**src/rtl/apb_cmd_requester.sv**
```systemverilog
// APB requester: turns one decoded core command into one APB transfer and
// returns a single-cycle response with read data and error status.
module apb_cmd_requester #(
  parameter int NUM_DEV = 4,
  parameter int TIMEOUT = 16
) (
  input  logic                 pclk,
  input  logic                 presetn,
  input  logic                 cmd_valid,
  output logic                 cmd_ready,
  input  logic                 cmd_write,
  input  logic [3:0]           cmd_device,
  input  logic [7:0]           cmd_addr,
  input  logic [7:0]           cmd_wdata,
  output logic [NUM_DEV-1:0]   psel,
  output logic                 penable,
  output logic                 pwrite,
  output logic [7:0]           paddr,
  output logic [7:0]           pwdata,
  input  logic [8*NUM_DEV-1:0] prdata,
  input  logic [NUM_DEV-1:0]   pready,
  input  logic [NUM_DEV-1:0]   pslverr,
  output logic                 rsp_valid,
  output logic [7:0]           rsp_rdata,
  output logic                 rsp_err,
  output logic                 rsp_timeout,
  output logic                 busy
);

  typedef enum logic [1:0] {S_IDLE, S_SETUP, S_ACCESS, S_RESP} state_t;

  state_t             r_state;
  logic [7:0]         r_wait_cnt;

  logic [NUM_DEV-1:0] w_dev_onehot;
  logic               w_dev_legal;
  logic               w_sel_ready;
  logic               w_sel_err;
  logic [7:0]         w_sel_rdata;
  logic [7:0]         w_rdata_slice [NUM_DEV];

  assign w_dev_legal = ({1'b0, cmd_device} < 5'(NUM_DEV));

  // psel itself is the device mask, so unselected completers never leak in.
  genvar gi;
  generate
    for (gi = 0; gi < NUM_DEV; gi++) begin : g_dev
      assign w_dev_onehot[gi]  = (cmd_device == 4'(gi));
      assign w_rdata_slice[gi] = prdata[8*gi +: 8] & {8{psel[gi]}};
    end
  endgenerate

  assign w_sel_ready = |(pready & psel);
  assign w_sel_err   = |(pslverr & psel);

  always_comb begin
    w_sel_rdata = '0;
    for (int k = 0; k < NUM_DEV; k++) begin
      w_sel_rdata = w_sel_rdata | w_rdata_slice[k];
    end
  end

  always_ff @(posedge pclk or negedge presetn) begin
    if (!presetn) begin
      r_state     <= S_IDLE;
      r_wait_cnt  <= '0;
      cmd_ready   <= 1'b1;
      psel        <= '0;
      penable     <= 1'b0;
      pwrite      <= 1'b0;
      paddr       <= '0;
      pwdata      <= '0;
      rsp_valid   <= 1'b0;
      rsp_rdata   <= '0;
      rsp_err     <= 1'b0;
      rsp_timeout <= 1'b0;
      busy        <= 1'b0;
    end else begin
      rsp_valid <= 1'b0;
      case (r_state)
        S_IDLE: begin
          if (cmd_valid) begin
            cmd_ready <= 1'b0;
            busy      <= 1'b1;
            if (w_dev_legal) begin
              psel       <= w_dev_onehot;
              pwrite     <= cmd_write;
              paddr      <= cmd_addr;
              pwdata     <= cmd_wdata;
              r_wait_cnt <= '0;
              r_state    <= S_SETUP;
            end else begin
              rsp_valid   <= 1'b1;
              rsp_err     <= 1'b1;
              rsp_timeout <= 1'b0;
              rsp_rdata   <= '0;
              r_state     <= S_RESP;
            end
          end
        end
        S_SETUP: begin
          penable <= 1'b1;
          r_state <= S_ACCESS;
        end
        S_ACCESS: begin
          // Ready on the final wait cycle still counts as a normal completion.
          if (w_sel_ready) begin
            psel        <= '0;
            penable     <= 1'b0;
            rsp_valid   <= 1'b1;
            rsp_err     <= w_sel_err;
            rsp_timeout <= 1'b0;
            rsp_rdata   <= (pwrite || w_sel_err) ? 8'h00 : w_sel_rdata;
            r_state     <= S_RESP;
          end else if (r_wait_cnt == 8'(TIMEOUT - 1)) begin
            psel        <= '0;
            penable     <= 1'b0;
            rsp_valid   <= 1'b1;
            rsp_err     <= 1'b1;
            rsp_timeout <= 1'b1;
            rsp_rdata   <= '0;
            r_state     <= S_RESP;
          end else begin
            r_wait_cnt <= r_wait_cnt + 8'd1;
          end
        end
        S_RESP: begin
          cmd_ready <= 1'b1;
          busy      <= 1'b0;
          r_state   <= S_IDLE;
        end
        default: r_state <= S_IDLE;
      endcase
    end
  end

endmodule
```
**config.mk**
```make
export PLATFORM = sky130hd
export DESIGN_NAME = apb_cmd_requester
export DESIGN_NICKNAME = d
export VERILOG_FILES = /design/src/rtl/apb_cmd_requester.sv
export SDC_FILE = /design/constraint.sdc
export NUM_CORES = 1
export LEC_CHECK = 0
export ABC_CLOCK_PERIOD_IN_PS = 2500
export CELL_PAD_IN_SITES_DETAIL_PLACEMENT = 1
export CELL_PAD_IN_SITES_GLOBAL_PLACEMENT = 2
export CORE_ASPECT_RATIO = 1.2
export CORE_MARGIN = 8
export CORE_UTILIZATION = 30
export CTS_BUF_LIST = sky130_fd_sc_hd__clkbuf_16
export DETAILED_ROUTE_END_ITERATION = 10
export DONT_BUFFER_PORTS = 1
export GPL_TIMING_DRIVEN = 0
export PLACE_DENSITY_LB_ADDON = 0.05
export SKIP_LAST_GASP = 1
export SLEW_MARGIN = 20
export SYNTH_ARGS = -nofsm -noshare
export SYNTH_HDL_FRONTEND = slang
export SYNTH_SLANG_ARGS = --single-unit
```
**constraint.sdc**
```tcl
create_clock -name pclk -period 2.5 [get_ports pclk]
set_input_delay 0.375 -clock pclk [delete_from_list [all_inputs] [get_ports pclk]]
set_output_delay 0.375 -clock pclk [all_outputs]
set_load 0.01 [all_outputs]
```
; ---- Yosys cells after proc, flatten, opt, wreduce, memory -nomap -nowiden
; Cells that the tools add are included.
[op_classes]
add_sub_neg = 1
order_cmp = 1
n_eq_ne = 13
bitwise = 9
n_reduce_logical = 15
mux = 42
[op_table]
columns = cell, count
row1 = $mux W8, 9
row2 = $and A8 B8 Y8, 4
row3 = $pmux W8 S2, 2
row4 = $or A8 B8 Y8, 3
row5 = $mux W4, 4
row6 = $mux W1, 15
row7 = $pmux W1 S2, 6
row8 = $ne A2 B2 Y1 const B, 5
row9 = $add A8 B1 Y8 const B, 1
row10 = $and A4 B4 Y4, 2
row11 = $eq A4 B2 Y1 const B, 2
row12 = $eq A8 B4 Y1 const B, 1
row13 = $mux W2, 4
row14 = $pmux W2 S4, 1
row15 = $pmux W4 S2, 1
row16 = $reduce_and A4 Y1, 2
row17 = $reduce_or A4 Y1, 2
row18 = $reduce_and A2 Y1, 3
row19 = $reduce_bool A2 Y1, 3
row20 = $reduce_and A5 Y1, 1
row21 = $eq A2 B2 Y1 const B, 2
row22 = $eq A4 B1 Y1 const B, 1
row23 = $logic_not A4 Y1, 1
row24 = $lt A4 B3 Y1 const B, 1
row25 = other kinds (5), 5
[word_totals]
output_inout_bits = 35
ff_bits = 45
word_cells = 94

; ---- Depth between registers and ports, before layout
; Gate-level depths: netlist of the first run.
[depth]
depth_word = 7
depth_mapped = 8
depth_no_buf = 6

; ---- Worst setup path before layout of the first run
; Ideal clock, no wire load.
[synth_timing]
path_kind = register to register
start = reg r_wait_cnt[0]
end = reg rsp_err
setup_slack_ns = 0.513
path_stages_with_launch = 7
arrival_ns = 1.862
n_path_buf = 1
setup_time_ns = 0.125
period_less_slack_ns = 1.987
path_cell_list = dfrtp_1 ha_1 and3_1 a2111oi_4 a21o_1 buf_4 mux2_2
[synth_via]
elab_chain_cells = 3
[synth_rtl]
columns = item, line_no
row1 = from (decl), 33  ; logic [7:0] r_wait_cnt;
row2 = from (signal assigned), 124  ; r_wait_cnt <= r_wait_cnt + 8'd1;
row3 = $eq A8 B4 Y1, 115  ; end else if (r_wait_cnt == 8'(TIMEOUT - 1)) begin
row4 = $ne A3 B3 Y1 (no source line), -
row5 = $reduce_and A4 Y1 (no source line), -
row6 = to (signal assigned), 111  ; rsp_err <= w_sel_err;
row7 = to (decl), 25  ; output logic rsp_err,
; Every way passes these cells.
; A chain may end at the register's enable or synchronous reset.

; ---- Worst setup path after layout of the first run
[layout_timing]
start = reg r_state[0]
end = reg rsp_rdata[4]
[layout_via]
elab_chain_cells = 3
elab_cells_between_ends = 8
classes_between = eq/ne: 4 / mux: 1 / reduce/logical: 3
[layout_rtl]
columns = item, line_no
row1 = from (decl), 32  ; state_t r_state;
row2 = from (signal assigned), 65  ; r_state <= S_IDLE;
row3 = from (signal assigned), 91  ; r_state <= S_SETUP;
row4 = from (signal assigned), 97  ; r_state <= S_RESP;
row5 = $eq A2 B2 Y1 / $logic_not A2 Y1 (equally long branches), 80  ; case (r_state)
row6 = $ne A3 B3 Y1 (no source line) (tied with other cells), -
row7 = $reduce_and A4 Y1 (no source line), -
row8 = to (signal assigned), 113  ; rsp_rdata <= (pwrite || w_sel_err) ? 8'h00 : w_sel_rdata;
row9 = to (decl), 24  ; output logic [7:0] rsp_rdata,
; Parallel ways exist; a longest one is shown, timed or not.

==> reports/metrics.csv, run 1 <==
stage,metric,value,unit
finish,nets,315,
routing,Avg WL per Cell,19.79,um
timing,Setup WS post-layout,248.5,ps
die,I/O Pins,99,
routing,final WL,6.729,mm
run,Max Cap Violations,0,
finish,P&R area growth vs syn,13.82,%
routing,Iter 0 DRT Violations,45,
routing,vias,1806,
power_and_ir_drop,net switching share of the total power,0.3967,
timing,Final Cycle Share,0.9006,
timing,final setup vio count,0,
die,die width,95.78,um
power_and_ir_drop,cell-internal power,0.001900,W
finish,area of the multi-input gates,1074,um2
die,Die Area,10700,um2
cts,clock buffer depth,2,
cts,CTS Sinks,45,
finish,fillcell total,887,
timing,worst clock skew,7.826,ps
critical_path,Critical Path End Type,register,
worst_hold_path,Hold Crit Class,input pin to register,
die,Rows,35,
timing,worst slew pin tran,791.5,ps
global_routing,largest net degree at the start of global routing,46,
yosys,synthesized area,2291,um2
timing,"Slew Viols, Final",0,
routing,antenna violation net count after detailed routing,0,
global_routing,first-pass GRT wire length,10.72,mm
power_and_ir_drop,Psw,0.001249,W
global_routing,vias in the first global route,1957,
yosys,Post-synth EDFFs,0,
routing,DR vias/cell,5.312,
yosys,yosys synthesis warning count,0,
die,Starting Density,0.3042,
power_and_ir_drop,Comb pwr share,0.355,
global_routing,initial antenna violation count,0,
routing,DRT Pass-1 Iters,4,
placed_design,dpl hpwl,5.039,mm
global_routing,grt ovf,0,
timing,setup TNS,0,ps
cts,htree depth,2,
yosys,"Top FF cell, synth",dfrtp_1,
status,status,"complete, no violations",
finish,layout cells sized above 1,0.1129,
finish,area occupied by registers,1127,um2
cts,TritonCTS Buffers,5,
yosys,synth unique cells,41,
finish,Antenna Cells,0,
timing,"Min Clock Period, post-route",2252,ps
power_and_ir_drop,Clk pwr share,0.239,
placed_design,pre-CTS setup slack,30.27,ps
critical_path,"Data required, critical path",2670,ps
yosys,Mean Syn Cell Area,9.586,um2
critical_path,"Max FO, Critical Path",10,
die,core box area,7532,um2
finish,Layout Utilization,0.3462,
yosys,Syn Inst Count,239,
cts,CTS tree,yes,
power_and_ir_drop,Leak,1.160,nW
timing,RSZ-0062 raised after global routing,no,
cts,worst skew pair latency,290,ps
yosys,fraction of registers with async set/reset,1.000,
critical_path,worst path arrival time,2420,ps
critical_path,Crit Path Category,register to register,
placed_design,# port buffers,0,
timing,Fin. Hold Viols,0,
placed_design,Routability Congestion,0.6991,
power_and_ir_drop,Pwr Total,0.003149,W
timing,Slew headroom,0.4718,
yosys,"FF+latch count, synth",45,
global_routing,all-layer global routing usage,0.1291,
yosys,sequential cell area fraction in the yosys report,0.4921,
cts,Worst-path clk slew,70,ps
cts,clk root buf,clkbuf_16,
power_and_ir_drop,power share of the sequential group,0.406,
yosys,syn nets,307,
routing,drc violations,0,
timing,Hold WS,182.0,ps
power_and_ir_drop,maximum VDD drop,0.4162,mV
timing,Max Freq,0.4441,GHz
power_and_ir_drop,pwr/cell area,1208,nW/um2
critical_path,CP startpoint kind,register,
die,Vert. Die Dim,111.7,um
[state kept, by name (all words and copies together), names as in the netlist]
register	cells
paddr	8
pwdata	8
r_wait_cnt	8
rsp_rdata	8
psel	4
r_state	2
busy	1
cmd_ready	1
penable	1
pwrite	1
rsp_err	1
rsp_timeout	1
rsp_valid	1
[worst max-delay path, cell delays in order, from the launching register on]
cell,delay [ps]
dfrtp_1,400
inv_1,90
ha_1,370
inv_1,240
a2111oi_4,350
a21o_1,130
buf_4,200
mux2_2,350
[final timing paths]
check,slack (ps),cells after the start,endpoint,from
min in group asynchronous,620,2,rsp_rdata[3],presetn
worst max-delay path,250,7,rsp_rdata[4],r_state[0]
max in group asynchronous,1610,2,cmd_ready,presetn
worst min register to register,520,1,r_wait_cnt[3],r_wait_cnt[3]
worst max register to register,250,7,rsp_rdata[4],r_state[0]
worst min-delay path,180,1,psel[1],cmd_device[1]
[timing repair]
action,CTS,global route
endpoints found under the hold margin,45,0
setup endpoints to repair,4,0
buffers inserted,0,0
resized for setup,0,0
hold buffers,2,0
[cells in the mapped netlist, types with 3 or more instances]
cell,number,area [um2]
a22o_1,10,87.58
and2_1,3,18.77
nand3_1,6,30.03
nor2_1,10,37.54
a31oi_1,4,25.02
clkbuf_1,8,30.03
o21ai_0,10,50.05
a221oi_1,8,70.07
nand2_1,60,225.2
inv_1,9,33.78
dfrtp_1,44,1101
and3_1,3,18.77
buf_2,3,15.01
o2bb2ai_1,3,26.28
nor3_1,9,45.04
mux2_2,11,123.9
nand2b_1,3,18.77
ha_1,4,50.05
[power by group through the flow]
| stage | Sequential [W] | Combinational, W | Clock [W] |
|---|---|---|---|
| floorplan | 0.00123 | 0.000860 | 0 |
| global placement | 0.00131 | 0.00111 | 0 |
| detailed placement | 0.00131 | 0.00112 | 0 |
| CTS | 0.00129 | 0.00115 | 0.000777 |
| global route | 0.00132 | 0.00127 | 0.000806 |
| finish | 0.00128 | 0.00112 | 0.000752 |
[routing by layer]
layer	share of wire	wire [um]	global-route usage
met1	0.43	2904	0.1561
met3	0.094	634	0.04441
met5	0	0	0
met2	0.46	3109	0.2076
met4	0.012	80	0.04008
[cells in the final DEF, fill, tap and decap left out, drive strengths merged, types with 6 or more instances in the layout]
| cell | count |
|---|---|
| nand2 | 60 |
| mux2 | 11 |
| buf | 6 |
| inv | 10 |
| dfrtp | 44 |
| nor3 | 9 |
| o21ai | 10 |
| nand3 | 6 |
| nor2 | 10 |
| a22o | 10 |
| clkbuf | 12 |
| a221oi | 8 |
[metrics by stage]
| stage | instances | instance area (um2) |
|---|---|---|
| after floorplan | 239 | 2291 |
| after global placement | 331 | 2406 |
| after detailed placement | 331 | 2406 |
| after CTS | 340 | 2608 |
| after global routing | 340 | 2608 |
| final | 340 | 2608 |
[final cells by class]
cell class                      instances  share of cell area
Timing Repair Buffer                    2             0.01440
Buffer                                 12             0.02015
Tap cell                               92             0.04415
Multi-Input combinational cell        172              0.4117
Inverter                                9             0.01296
Sequential cell                        45              0.4323
Clock buffer                            5             0.04798
Clock inverter                          3             0.01631
[cell families (layout without fill, tap and decap cells)]
logic type / after synthesis / count (layout) / share of synthesized area
adders and majority gates: 4 / 4 / 0.02185
AOI/OAI and AO/OA: 53 / 53 / 0.1819
muxes: 12 / 12 / 0.05844
buffers and inverters: 22 / 31 / 0.03932
and+or+nand+nor: 103 / 103 / 0.2065
DFF: 45 / 45 / 0.4921
No activity file was read; power rests on OpenSTA's default activity.
==> run 2, diff against run 1 <==
--- a/config.mk
+++ b/config.mk
@@ -9,7 +9,7 @@
 export CELL_PAD_IN_SITES_DETAIL_PLACEMENT = 1
 export CELL_PAD_IN_SITES_GLOBAL_PLACEMENT = 2
 export CORE_ASPECT_RATIO = 1.2
-export CORE_MARGIN = 8
+export CORE_MARGIN = 10
 export CORE_UTILIZATION = 30
 export CTS_BUF_LIST = sky130_fd_sc_hd__clkbuf_16
 export DETAILED_ROUTE_END_ITERATION = 10
==> run 2 against run 1 <==
  * Via count is 0.39% lower
  * Clock-buffer cell count stayed put
  * Critical path depth unchanged
  * Register-to-register slack is essentially flat
  * Highest routed layer unchanged
==> reports/metrics.csv, run 2 (synthesis results as in run 1) <==
stage,metric,value,unit
status,status,"complete, no violations",
placed_design,placed cells,329,
routing,DRT Pass-1 Iters,4,
cts,clk root buf,clkbuf_16,
power_and_ir_drop,maximum VDD drop,0.4255,mV
critical_path,CP Cell Sequence,inv_1 > ha_1 > inv_1 > a2111oi_4 > a21o_1 > buf_4 > mux2_2,
placed_design,Routability Congestion,0.7104,
timing,"Min Clock Period, post-route",2261,ps
timing,Max Freq,0.4423,GHz
critical_path,"Max FO, Critical Path",10,
routing,Avg WL per Cell,20.24,um
cts,TritonCTS Buffers,5,
global_routing,first-pass GRT wire length,11.03,mm
timing,"Slew Viols, Final",0,
cts,htree depth,2,
routing,DR vias/cell,5.322,
finish,Final Non-Filler Cells,338,
timing,worst slew pin tran,821.5,ps
critical_path,worst r2r dst,rsp_rdata[5],
routing,drc violations,0,
cts,CTS Sinks,45,
power_and_ir_drop,Leak,1.158,nW
die,I/O Pins,99,
routing,antenna violation net count after detailed routing,0,
timing,RSZ-0062 raised after global routing,no,
critical_path,worst-case reg-to-reg path depth,7,
critical_path,R2R setup slack,240,ps
placed_design,dpl hpwl,5.239,mm
timing,Fin. Hold Viols,0,
critical_path,Critical Path Max Stage Delay,400,ps
critical_path,Crit Path Category,register to register,
timing,Final Cycle Share,0.9045,
worst_hold_path,worst hold path endpoint,psel[1],
critical_path,worst path arrival time,2430,ps
critical_path,CP startpoint kind,register,
die,core box area,7360,um2
global_routing,all-layer global routing usage,0.1182,
die,Die Area,11550,um2
finish,Antenna Cells,0,
cts,Worst-path clk slew,60,ps
critical_path,FF-to-FF Start,r_state[0],
finish,layout cells sized above 1,0.1089,
routing,vias,1799,
power_and_ir_drop,pwr/cell area,1205,nW/um2
cts,CTS tree,yes,
global_routing,largest net degree at the start of global routing,46,
critical_path,"Data required, critical path",2670,ps
worst_hold_path,Hold Crit Class,input pin to register,
routing,Iter 0 DRT Violations,59,
finish,"commonest non-fill, non-tap cell in the layout",nand2_1,
die,Vert. Die Dim,115.7,um
finish,P&R area growth vs syn,13.49,%
die,Rows,34,
die,Starting Density,0.3113,
timing,worst clock skew,6.586,ps
worst_hold_path,Hold Crit Depth,1,
timing,final setup vio count,0,
cts,post-cts sizing count,0,
run,Max Cap Violations,0,
routing,final WL,6.841,mm
global_routing,grt ovf,0,
timing,Slew headroom,0.4517,
critical_path,cell repeated most along the worst path,inv_1,
timing,setup TNS,0,ps
worst_hold_path,Hold Crit Start,cmd_device[1],
global_routing,initial antenna violation count,0,
die,die width,99.78,um
global_routing,vias in the first global route,1989,
critical_path,"slowest stage cell, crit path",dfrtp_1,
critical_path,Critical Path End Type,register,
placed_design,# port buffers,0,
finish,nets,315,
cts,clock buffer depth,2,
finish,most frequent cells in the layout,"60 x nand2_1, 44 x dfrtp_1, 11 x mux2_2",
cts,worst skew pair latency,280,ps
==> run 2: cell types whose count changed in the layout (fill, tap and decap cells not counted) <==
cell / change
clkinv_1: +1
clkinv_4: -1
==> run 2: worst max-delay path by stage <==
stage,startpoint,to,depth (start not counted)
floorplan,r_wait_cnt[0],rsp_err,6
global placement,r_state[0],rsp_rdata[5],8
detailed placement,r_state[0],rsp_rdata[5],8
CTS,r_state[0],rsp_rdata[5],8
global route,r_state[0],rsp_err,7
finish,r_state[0],rsp_rdata[5],7
==> run 2: area by class of cell <==
class | instances | area [um2]
Sequential cell | 45 | 1127
Buffer | 12 | 52.55
Multi-Input combinational cell | 172 | 1074
Timing Repair Buffer | 2 | 37.54
Clock buffer | 5 | 125.1
Clock inverter | 3 | 37.54
Inverter | 9 | 33.78
Tap cell | 90 | 112.6
Fill cell | 865 | 4760
==> run 2: report_power, final <==
part,switching (W),total [W],internal [W]
logic,0.000668,0.00112,0.000447
clock network,0.000266,0.000730,0.000464
registers,0.000305,0.00129,0.000983
total,0.00124,0.00313,0.00189
==> run 2: critical path, delay by kind of cell (launching register included) <==
family	cells	cell delay, ps
mux	1	350
compound gates	2	480
flops	1	400
fa+ha+maj	1	390
buf+inv	3	530
==> run 2: repair_timing <==
action,in CTS,in global routing
hold buffers,2,0
setup endpoints to repair,0,14
hold endpoints to repair,45,0
setup buffers,0,0
==> run 2: per-layer routing <==
metal	vias up	wire length [um]	GRT usage
met1	863	2800	0.1323
met5	-	0	0
met4	0	72	0.03158
met3	6	707	0.05301
li1	869	-	-
met2	61	3259	0.1996
==> run 2: stage by stage <==
stage          hold WS [ps]  worst slack (ps)  total power (W)    util  cell area (um2)
3_3_place_gp          80.98             49.00         0.002423  0.3266             2404
2_1_floorplan         79.41             512.8         0.002092       -             2291
6_report              185.8             238.8         0.003133  0.3533             2600
3_5_place_dp          80.92             61.27         0.002438  0.3266             2404
5_1_grt               175.9             53.19         0.003408  0.3533             2600
4_1_cts               180.6             44.79         0.003210  0.3538             2604
